`src/rtl/c1_dtack_sched_if.sv`:
```
// 68K bus-cycle signals shared by the C1 zone decoder, the DTACK scheduler and the memory backend.
// The master modport is the scheduler side; slave is the bus/backend side driving it.
interface c1_dtack_sched_if;
    logic       nAS;
    logic       RW;
    logic       nROM_ZONE;
    logic       nSROM_ZONE;
    logic       nWRAM_ZONE;
    logic       nPORT_ZONE;
    logic       nCARD_ZONE;
    logic       nROMWAIT;
    logic       nPWAIT0;
    logic       nPWAIT1;
    logic       MEM_REQ;
    logic       MEM_WR;
    logic [2:0] MEM_ZONE;
    logic       MEM_ACK;
    logic       nDTACK;
    logic       nBERR;
    logic       BUSY;

    modport master (
        input  nAS, RW, nROM_ZONE, nSROM_ZONE, nWRAM_ZONE, nPORT_ZONE, nCARD_ZONE,
        input  nROMWAIT, nPWAIT0, nPWAIT1, MEM_ACK,
        output MEM_REQ, MEM_WR, MEM_ZONE, nDTACK, nBERR, BUSY
    );

    modport slave (
        output nAS, RW, nROM_ZONE, nSROM_ZONE, nWRAM_ZONE, nPORT_ZONE, nCARD_ZONE,
        output nROMWAIT, nPWAIT0, nPWAIT1, MEM_ACK,
        input  MEM_REQ, MEM_WR, MEM_ZONE, nDTACK, nBERR, BUSY
    );
endinterface

```
`src/rtl/c1_dtack_sched.sv`:
```
// Per-bus-cycle 68K sequencer: one backend request per nAS assertion, nDTACK once both the zone
// wait states have elapsed and the backend has acked, nBERR on backend timeout.
module c1_dtack_sched #(
    parameter int unsigned TIMEOUT = 255,
    parameter int unsigned TW      = 10
) (
    input logic                CLK_68KCLK,
    input logic                RESET,
    c1_dtack_sched_if.master   bus
);

    typedef enum logic [2:0] {StIdle, StWait, StDone, StBerr, StDrain} state_e;

    state_e        state_q;
    logic [1:0]    wait_cnt_q;
    logic [TW-1:0] to_cnt_q;
    logic          ack_seen_q;

    logic [2:0]    zone_code;
    logic [1:0]    wait_w;
    logic          acked;

    assign acked = ack_seen_q | bus.MEM_ACK;

    always_comb begin
        zone_code = 3'd0;
        wait_w    = 2'd0;
        if (!bus.nROM_ZONE) begin
            zone_code = 3'd1;
            wait_w    = bus.nROMWAIT ? 2'd0 : 2'd2;
        end else if (!bus.nSROM_ZONE) begin
            zone_code = 3'd2;
        end else if (!bus.nWRAM_ZONE) begin
            zone_code = 3'd3;
        end else if (!bus.nPORT_ZONE) begin
            zone_code = 3'd4;
            case ({bus.nPWAIT1, bus.nPWAIT0})
                2'b10:   wait_w = 2'd2;
                2'b01:   wait_w = 2'd3;
                default: wait_w = 2'd0;
            endcase
        end else if (!bus.nCARD_ZONE) begin
            zone_code = 3'd5;
            wait_w    = 2'd2;
        end
    end

    always_ff @(posedge CLK_68KCLK) begin
        if (RESET) begin
            state_q      <= StIdle;
            wait_cnt_q   <= '0;
            to_cnt_q     <= '0;
            ack_seen_q   <= 1'b0;
            bus.MEM_REQ  <= 1'b0;
            bus.MEM_WR   <= 1'b0;
            bus.MEM_ZONE <= 3'd0;
            bus.nDTACK   <= 1'b1;
            bus.nBERR    <= 1'b1;
            bus.BUSY     <= 1'b0;
        end else begin
            bus.MEM_REQ <= 1'b0;
            case (state_q)
                StIdle: begin
                    if (!bus.nAS && zone_code != 3'd0) begin
                        bus.MEM_ZONE <= zone_code;
                        bus.MEM_WR   <= ~bus.RW;
                        bus.MEM_REQ  <= 1'b1;
                        bus.BUSY     <= 1'b1;
                        wait_cnt_q   <= wait_w;
                        to_cnt_q     <= '0;
                        ack_seen_q   <= 1'b0;
                        state_q      <= StWait;
                    end
                end
                StWait: begin
                    if (wait_cnt_q != 2'd0) wait_cnt_q <= wait_cnt_q - 2'd1;
                    to_cnt_q <= to_cnt_q + 1'b1;
                    if (bus.MEM_ACK) ack_seen_q <= 1'b1;
                    // An aborted cycle must never see DTACK, so nAS release is checked first.
                    if (bus.nAS) begin
                        bus.BUSY <= ~acked;
                        state_q  <= acked ? StIdle : StDrain;
                    end else if (wait_cnt_q == 2'd0 && acked) begin
                        bus.nDTACK <= 1'b0;
                        state_q    <= StDone;
                    end else if (to_cnt_q == TW'(TIMEOUT - 1)) begin
                        bus.nBERR <= 1'b0;
                        state_q   <= StBerr;
                    end
                end
                StDone: begin
                    if (bus.nAS) begin
                        bus.nDTACK <= 1'b1;
                        bus.BUSY   <= 1'b0;
                        state_q    <= StIdle;
                    end
                end
                StBerr: begin
                    if (bus.MEM_ACK) ack_seen_q <= 1'b1;
                    if (bus.nAS) begin
                        bus.nBERR <= 1'b1;
                        bus.BUSY  <= ~acked;
                        state_q   <= acked ? StIdle : StDrain;
                    end
                end
                StDrain: begin
                    // Wait out the orphaned backend access before accepting a new request.
                    if (bus.MEM_ACK) begin
                        bus.BUSY <= 1'b0;
                        state_q  <= StIdle;
                    end
                end
                default: begin
                    bus.nDTACK <= 1'b1;
                    bus.nBERR  <= 1'b1;
                    bus.BUSY   <= 1'b0;
                    state_q    <= StIdle;
                end
            endcase
        end
    end

endmodule

```
`src/flat_wrapper.sv`:
```
// flat-port wrapper written by rule: the top's interface ports become plain ports
module c1_dtack_sched_flat 
#(
    parameter int unsigned TIMEOUT = 255,
    parameter int unsigned TW      = 10
)
  (CLK_68KCLK, RESET, bus_nAS, bus_RW, bus_nROM_ZONE, bus_nSROM_ZONE, bus_nWRAM_ZONE, bus_nPORT_ZONE, bus_nCARD_ZONE, bus_nROMWAIT, bus_nPWAIT0, bus_nPWAIT1, bus_MEM_ACK, bus_MEM_REQ, bus_MEM_WR, bus_MEM_ZONE, bus_nDTACK, bus_nBERR, bus_BUSY);
  c1_dtack_sched_if bus_i ();
  input logic CLK_68KCLK;
  input logic RESET;
  input wire logic [$bits(bus_i.nAS)-1:0] bus_nAS;
  input wire logic [$bits(bus_i.RW)-1:0] bus_RW;
  input wire logic [$bits(bus_i.nROM_ZONE)-1:0] bus_nROM_ZONE;
  input wire logic [$bits(bus_i.nSROM_ZONE)-1:0] bus_nSROM_ZONE;
  input wire logic [$bits(bus_i.nWRAM_ZONE)-1:0] bus_nWRAM_ZONE;
  input wire logic [$bits(bus_i.nPORT_ZONE)-1:0] bus_nPORT_ZONE;
  input wire logic [$bits(bus_i.nCARD_ZONE)-1:0] bus_nCARD_ZONE;
  input wire logic [$bits(bus_i.nROMWAIT)-1:0] bus_nROMWAIT;
  input wire logic [$bits(bus_i.nPWAIT0)-1:0] bus_nPWAIT0;
  input wire logic [$bits(bus_i.nPWAIT1)-1:0] bus_nPWAIT1;
  input wire logic [$bits(bus_i.MEM_ACK)-1:0] bus_MEM_ACK;
  output wire logic [$bits(bus_i.MEM_REQ)-1:0] bus_MEM_REQ;
  output wire logic [$bits(bus_i.MEM_WR)-1:0] bus_MEM_WR;
  output wire logic [$bits(bus_i.MEM_ZONE)-1:0] bus_MEM_ZONE;
  output wire logic [$bits(bus_i.nDTACK)-1:0] bus_nDTACK;
  output wire logic [$bits(bus_i.nBERR)-1:0] bus_nBERR;
  output wire logic [$bits(bus_i.BUSY)-1:0] bus_BUSY;
  assign bus_i.nAS = bus_nAS;
  assign bus_i.RW = bus_RW;
  assign bus_i.nROM_ZONE = bus_nROM_ZONE;
  assign bus_i.nSROM_ZONE = bus_nSROM_ZONE;
  assign bus_i.nWRAM_ZONE = bus_nWRAM_ZONE;
  assign bus_i.nPORT_ZONE = bus_nPORT_ZONE;
  assign bus_i.nCARD_ZONE = bus_nCARD_ZONE;
  assign bus_i.nROMWAIT = bus_nROMWAIT;
  assign bus_i.nPWAIT0 = bus_nPWAIT0;
  assign bus_i.nPWAIT1 = bus_nPWAIT1;
  assign bus_i.MEM_ACK = bus_MEM_ACK;
  assign bus_MEM_REQ = bus_i.MEM_REQ;
  assign bus_MEM_WR = bus_i.MEM_WR;
  assign bus_MEM_ZONE = bus_i.MEM_ZONE;
  assign bus_nDTACK = bus_i.nDTACK;
  assign bus_nBERR = bus_i.nBERR;
  assign bus_BUSY = bus_i.BUSY;
  c1_dtack_sched #(.TIMEOUT(TIMEOUT), .TW(TW)) u_core (.CLK_68KCLK(CLK_68KCLK), .RESET(RESET), .bus(bus_i));
endmodule
```
`config.mk`:
```
export PLATFORM = sky130hd
export DESIGN_NAME = c1_dtack_sched_flat
export DESIGN_NICKNAME = d
export VERILOG_FILES = /design/src/rtl/c1_dtack_sched_if.sv /design/src/rtl/c1_dtack_sched.sv /design/src/flat_wrapper.sv
export SDC_FILE = /design/constraint.sdc
export NUM_CORES = 1
export LEC_CHECK = 0
export ABC_AREA = 1
export ABC_CLOCK_PERIOD_IN_PS = 1300
export BUFFER_PORTS_ARGS = -buffer_cell sky130_fd_sc_hd__buf_2
export CELL_PAD_IN_SITES_DETAIL_PLACEMENT = 1
export CELL_PAD_IN_SITES_GLOBAL_PLACEMENT = 1
export CORE_MARGIN = 2
export CORE_UTILIZATION = 36
export DETAILED_ROUTE_END_ITERATION = 10
export PLACE_DENSITY = 0.75
export SYNTH_ARGS = -nofsm -noshare
export SYNTH_HDL_FRONTEND = slang
export SYNTH_SLANG_ARGS = --single-unit
```
`constraint.sdc`:
```
create_clock -name CLK_68KCLK -period 1.3 [get_ports CLK_68KCLK]
set_clock_uncertainty 0.2 [all_clocks]
set_input_delay 0.065 -clock CLK_68KCLK [delete_from_list [all_inputs] [get_ports CLK_68KCLK]]
set_output_delay 0.065 -clock CLK_68KCLK [all_outputs]
set_load 0.1 [all_outputs]
```
Yosys cells after proc, flatten, opt, wreduce, memory -nomap -nowiden
Cells that the tools add are included.

operators by class
  shift-type cells = 0
  $lt $le $gt $ge = 0
  bitwise logic cells = 6
  multiplexer cells = 43
  $mul = 0
  equal/unequal tests = 19
  $add $sub $neg = 2
  reductions and logical operators = 21
  divide/modulo/power cells = 0

operator list
  kind                   count
  $mux 3                 13
  $pmux 10 s2            1
  $mux 2                 8
  $pmux 3 s5             1
  $mux 1                 13
  $ne 2x1->1 const B     6
  $add 10x1->10 const B  1
  $eq 10x8->1 const B    1
  $mux 10                1
  $ne 2x2->1 const B     5
  $reduce_and 5->1       2
  $pmux 2 s2             2
  $reduce_and 4->1       2
  $eq 3x2->1 const B     2
  $pmux 1 s3             2
  $reduce_and 3->1       2
  $reduce_bool 2->1      3
  $reduce_or 3->1        2
  $not 1->1              5
  $ne 4x2->1 const B     1
  $pmux 1 s4             1
  $reduce_and 2->1       2
  $reduce_or 2->1        2
  $eq 3x1->1 const B     1
  other kinds (11)       12

word-level totals
  latch bits = 0
  input port bits = 13
  memory bits (read-only) = 0
  output and inout port bits = 8
  bits in writable memories = 0
  memories kept = 0
  logic and storage cells = 101
  flip-flop bits (word level) = 24

Logic depth before layout (Yosys ltp)
  depth in word-level cells = 9
  gate-level depth with buffers = 10
  depth with buffers taken out = 10

Worst setup path after synthesis
Ideal clock, no wire load.

  path type = register -> register
  start point = register, netlist name u_core.bus.MEM_WR
  end point = register u_core.bus.MEM_WR
  library setup time = 0.071 ns
  data arrival time = 1.245 ns
  clock period less this slack = 1.516 ns
  required time = 1.029 ns
  cell stages (with the launch flop) = 3
  slack = -0.216 ns
  path buffers = 0
  cell sequence = dfxtp_1 o21ai_0 a21oi_1

RTL lines
  item                  RTL line                 source
  end signal, assigned  c1_dtack_sched.sv:66     bus.MEM_WR <= ~bus.RW;
  end, declared         c1_dtack_sched_if.sv:25  output MEM_REQ, MEM_WR, MEM_ZONE, nDTACK, nBERR, BUSY

Worst setup path in the final report
  start point = register u_core.state_q[2]
  end point = register u_core.wait_cnt_q[1]

between the ends
  cells in the longest elaborated chain, start to end = 3
  elaborated cells on any way between the ends = 7
  those cells by class = eq/ne (3); mux (1); reduce/logical (3)

RTL lines
  item                                                              RTL line              source
  start, declared                                                   c1_dtack_sched.sv:14  state_e state_q;
  start signal, assigned                                            c1_dtack_sched.sv:50  state_q <= StIdle;
  start signal, assigned                                            c1_dtack_sched.sv:72  state_q <= StWait;
  start signal, assigned                                            c1_dtack_sched.sv:82  state_q <= acked ? StIdle : StDrain;
  $eq 3x1->1 or $logic_not 3->1 (tied branches)                     c1_dtack_sched.sv:62  case (state_q)
  $ne 2x1->1 (no source line) or $reduce_bool 2->1 (tied branches)  -
  $reduce_and 3->1 (no source line)                                 -
  end signal, assigned                                              c1_dtack_sched.sv:69  wait_cnt_q <= wait_w;
  end signal, assigned                                              c1_dtack_sched.sv:76  if (wait_cnt_q != 2'd0) wait_cnt_q <= wait_cnt_q - 2'd1;
  end, declared                                                     c1_dtack_sched.sv:15  logic [1:0] wait_cnt_q;

Several ways; a longest one is shown, not always the timed one.
A chain may end at the register's enable or synchronous reset.

==> summary.md <==
| Metric | Value |
|---|---|
| Comb power frac | `64.6%` |
| Util after Layout | `61.0%` |
| Via/cell ratio | `5.14` |
| Total die area | `about 0.0046 mm2` |
| Final worst-path cycle share | `121%` |
| Worst slew pin tran | `roughly 0.40 ns` |
| Row count | `23` |
| Top-level port count | `21` |
| Via Count | `1711` |
| Critical register-to-register path startpoint | `u_core.state_q[2]` |
| Total grt overflow | `0` |
| Most common cell after layout, fill and taps aside | `nand2_1` |
| Gate count after technology mapping | `216` |
| Int Pwr | `2740 uW` |
| Final setup fails | `24` |
| Fmax | `0.638 GHz` |
| Remaining routing DRC violations | `0` |
| Largest net degree at the start of global routing | `16` |
| WP data arrival | `about 1.5 ns` |
| Setup Crit Path Kind | `flop to flop` |
| Post-Place Worst Slack | `-0.232 ns` |
| Ant diodes | `0` |
| Largest fanout on the critical path | `5` |
| Max_cap viols | `0` |
| Post-layout nets | `301` |
| Total GRT Usage | `about 22%` |
| Slew margin rel. | `between 70% and 80%` |
| Area grow syn2layout | `64.5%` |
| RSZ-0062 raised after global routing | `true` |
| Min-delay src | `bus_MEM_ACK` |
| Clk root buf | `clkbuf_8` |
| Syn_area_per_cell | `roughly 6.8 um2` |
| CP Launch Point | `u_core.state_q[2]` |
| Startpoint Class | `flop` |
| Share of layout cells above drive strength 1 | `approximately half` |
| Final setup TNS | `-4.91 ns` |
| Port bufs | `20` |
| First-pass GRT wire length | `between 7000 and 8000 um` |
| Fin. Hold Viols | `0` |
| Net switching power | `between 2000 and 3000 uW` |
| Synth unique cells | `28` |
| Most frequent cells in the layout | `nand2_1 (46), buf_4 (33), inv_1 (22), nor2_1 (17), nand3_2 (13)` |
| Yosys top cell area share | `32.8%` |
| Starting Density | `a little under two fifths` |
| GPL Wtd Cong | `0.829` |
| Post-synthesis sequential area ratio | `32.8%` |
| Status | `complete, but fails checks` |
| Die width | `67.7 um` |
| Hold Path Depth | `6` |
| Post-DRT Antenna Nets | `0` |
| Worst Hold Path EP | `u_core.bus.BUSY` |
| Violated checks | `setup timing` |
| Sink Count | `24` |
| Vias in the first global route | `1678` |
| Mapped Area | `0.00146 mm2` |
| Fin crit period | `1.57 ns` |
| P_leak | `between 0.001 and 0.0015 uW` |
| Synthesized net count | `233` |
| HPWL after detailed placement | `roughly 3300 um` |
| Flop and latch count out of synthesis | `24` |
| Hold Crit Class | `input port to flop` |
| Reg2reg path depth | `10` |
| H-tree lvl count | `1` |
| Drt total wl | `5710 um` |
| CP endpoint kind | `flop` |
| Routed len/inst | `~17 um` |
| Post-synth top area cell | `dfxtp_1` |
| Clock Path Buffers | `2` |
| Final Max Slew Viols | `0` |
| Synth top area cells | `dfxtp_1 (33%), nand2_1 (13%), nand3_1 (7.5%)` |
| Clk_lat worst skew | `0.28 ns` |
| Seq pwr share | `between 20 and 25%` |
| Drt pass-1 iters | `4` |
| CTS tree | `yes` |
| Yosys Warn Count | `0` |
| Overall power | `5250 uW` |
| Worst R2R End | `u_core.wait_cnt_q[1]` |
| Max rail drop VDD | `about 1.3 mV` |
| Die H | `67.7 um` |
| Clock power frac | `13.2%` |
| Clock transition at path regs | `about 0.10 ns` |
| Initial antenna violation count | `0` |
| Iteration-0 DRC Markers | `79` |
| Reg-to-reg setup timing slack | `-0.27 ns` |
| WP data required | `1.27 ns` |
| Sw Share | `47.7%` |
| Core Region | `0.00394 mm2` |
| Final WS setup | `-0.268 ns` |
| Num CTS Buffers | `3` |
| Pwr per Cell Area | `roughly 2200 mW/mm2` |
==> worst max-delay path by stage <==
| stage | endpoint | slack, ns |
|---|---|---|
| 2_1_floorplan | u_core.wait_cnt_q[0] | -0.07 |
| 3_3_place_gp | u_core.to_cnt_q[1] | -0.19 |
| 3_5_place_dp | u_core.state_q[2] | -0.23 |
| 4_1_cts | u_core.state_q[2] | -0.18 |
| 5_1_grt | u_core.wait_cnt_q[1] | -0.34 |
| 6_report | u_core.wait_cnt_q[1] | -0.27 |
==> routing by layer <==
metal  track usage (%)  wire length, um  up-vias
li1                  -                -      832
met3              2.83              141       10
met5                 0                0        -
met2              41.1             3040       26
met4              7.91              110        0
met1              26.2             2410      843
==> timing repair <==
item | in CTS | in global routing
hold endpoints to repair | 12 | 1
hold buffers | 5 | 1
buffers inserted | 2 | 14
pin swaps | 6 | 19
resized for setup | 22 | 47
endpoints found under the setup margin | 24 | 24
gates cloned | 1 | 0
==> registers in the layout, summed over array words and instances, names as in the netlist <==
name                 count
u_core.wait_cnt_q        2
u_core.bus.MEM_WR        1
u_core.bus.nBERR         1
u_core.state_q           3
u_core.to_cnt_q         10
u_core.bus.nDTACK        1
u_core.bus.MEM_REQ       1
u_core.ack_seen_q        1
u_core.bus.BUSY          1
u_core.bus.MEM_ZONE      3
==> stage by stage <==
stage | hold WS (ns) | instances | area (um2)
after floorplan | -0.0531 | 216 | 1510
after CTS | 0.00231 | 319 | 2140
after detailed placement | 0.0438 | 307 | 1940
after global routing | 0.119 | 333 | 2410
after global placement | 0.0374 | 307 | 1940
final | 0.0708 | 333 | 2410
==> logic make-up after synthesis <==
| logic type | share of synthesized area (%) |
|---|---|
| flip-flops | 32.8 |
| adder cells (fa/ha/maj) | 3.42 |
| AO/OA/AOI/OAI | 15.2 |
| AND/OR/NAND/NOR | 37.5 |
| buffers and inverters | 11.0 |
==> critical path: stages (launching register included) <==
cell and delay [ns]:
dfxtp_4 0.37, inv_4 0.06, nand2_4 0.07, nor2_4 0.22, buf_4 0.15, buf_4 0.10
nand2_1 0.05, nand2_1 0.08, nand2_2 0.05, nand2_1 0.08, nor2_1 0.05
==> power by group through the flow <==
stage                     combinational [uW]  sequential, uW  clock, uW
after floorplan                         1220            1560          0
after global placement                  2390            1130          0
after detailed placement                2470            1140          0
after CTS                               2710            1150        695
after global routing                    3610            1190        725
final                                   3390            1170        691
==> final cells by class <==
type,count,area (um2)
clock inverters,1,30.0
inverters,31,126
repair buffers,67,618
well taps,50,62.6
flip-flops and latches,24,509
fillers,476,1540
multi-input cells,157,1020
clock buffers,3,41.3
==> cells in the mapped netlist, drive strengths merged <==
| library cell | n |
|---|---|
| clkbuf | 2 |
| nand4 | 5 |
| a21boi | 1 |
| ha | 4 |
| o21bai | 2 |
| inv | 31 |
| a21oi | 18 |
| dfxtp | 24 |
| o21ai | 13 |
| or2 | 3 |
| o211ai | 1 |
| nand3 | 24 |
| nor2 | 29 |
| a22oi | 1 |
| buf | 3 |
| nor3 | 3 |
| nand2 | 52 |
(Power assumes the default switching activity.)
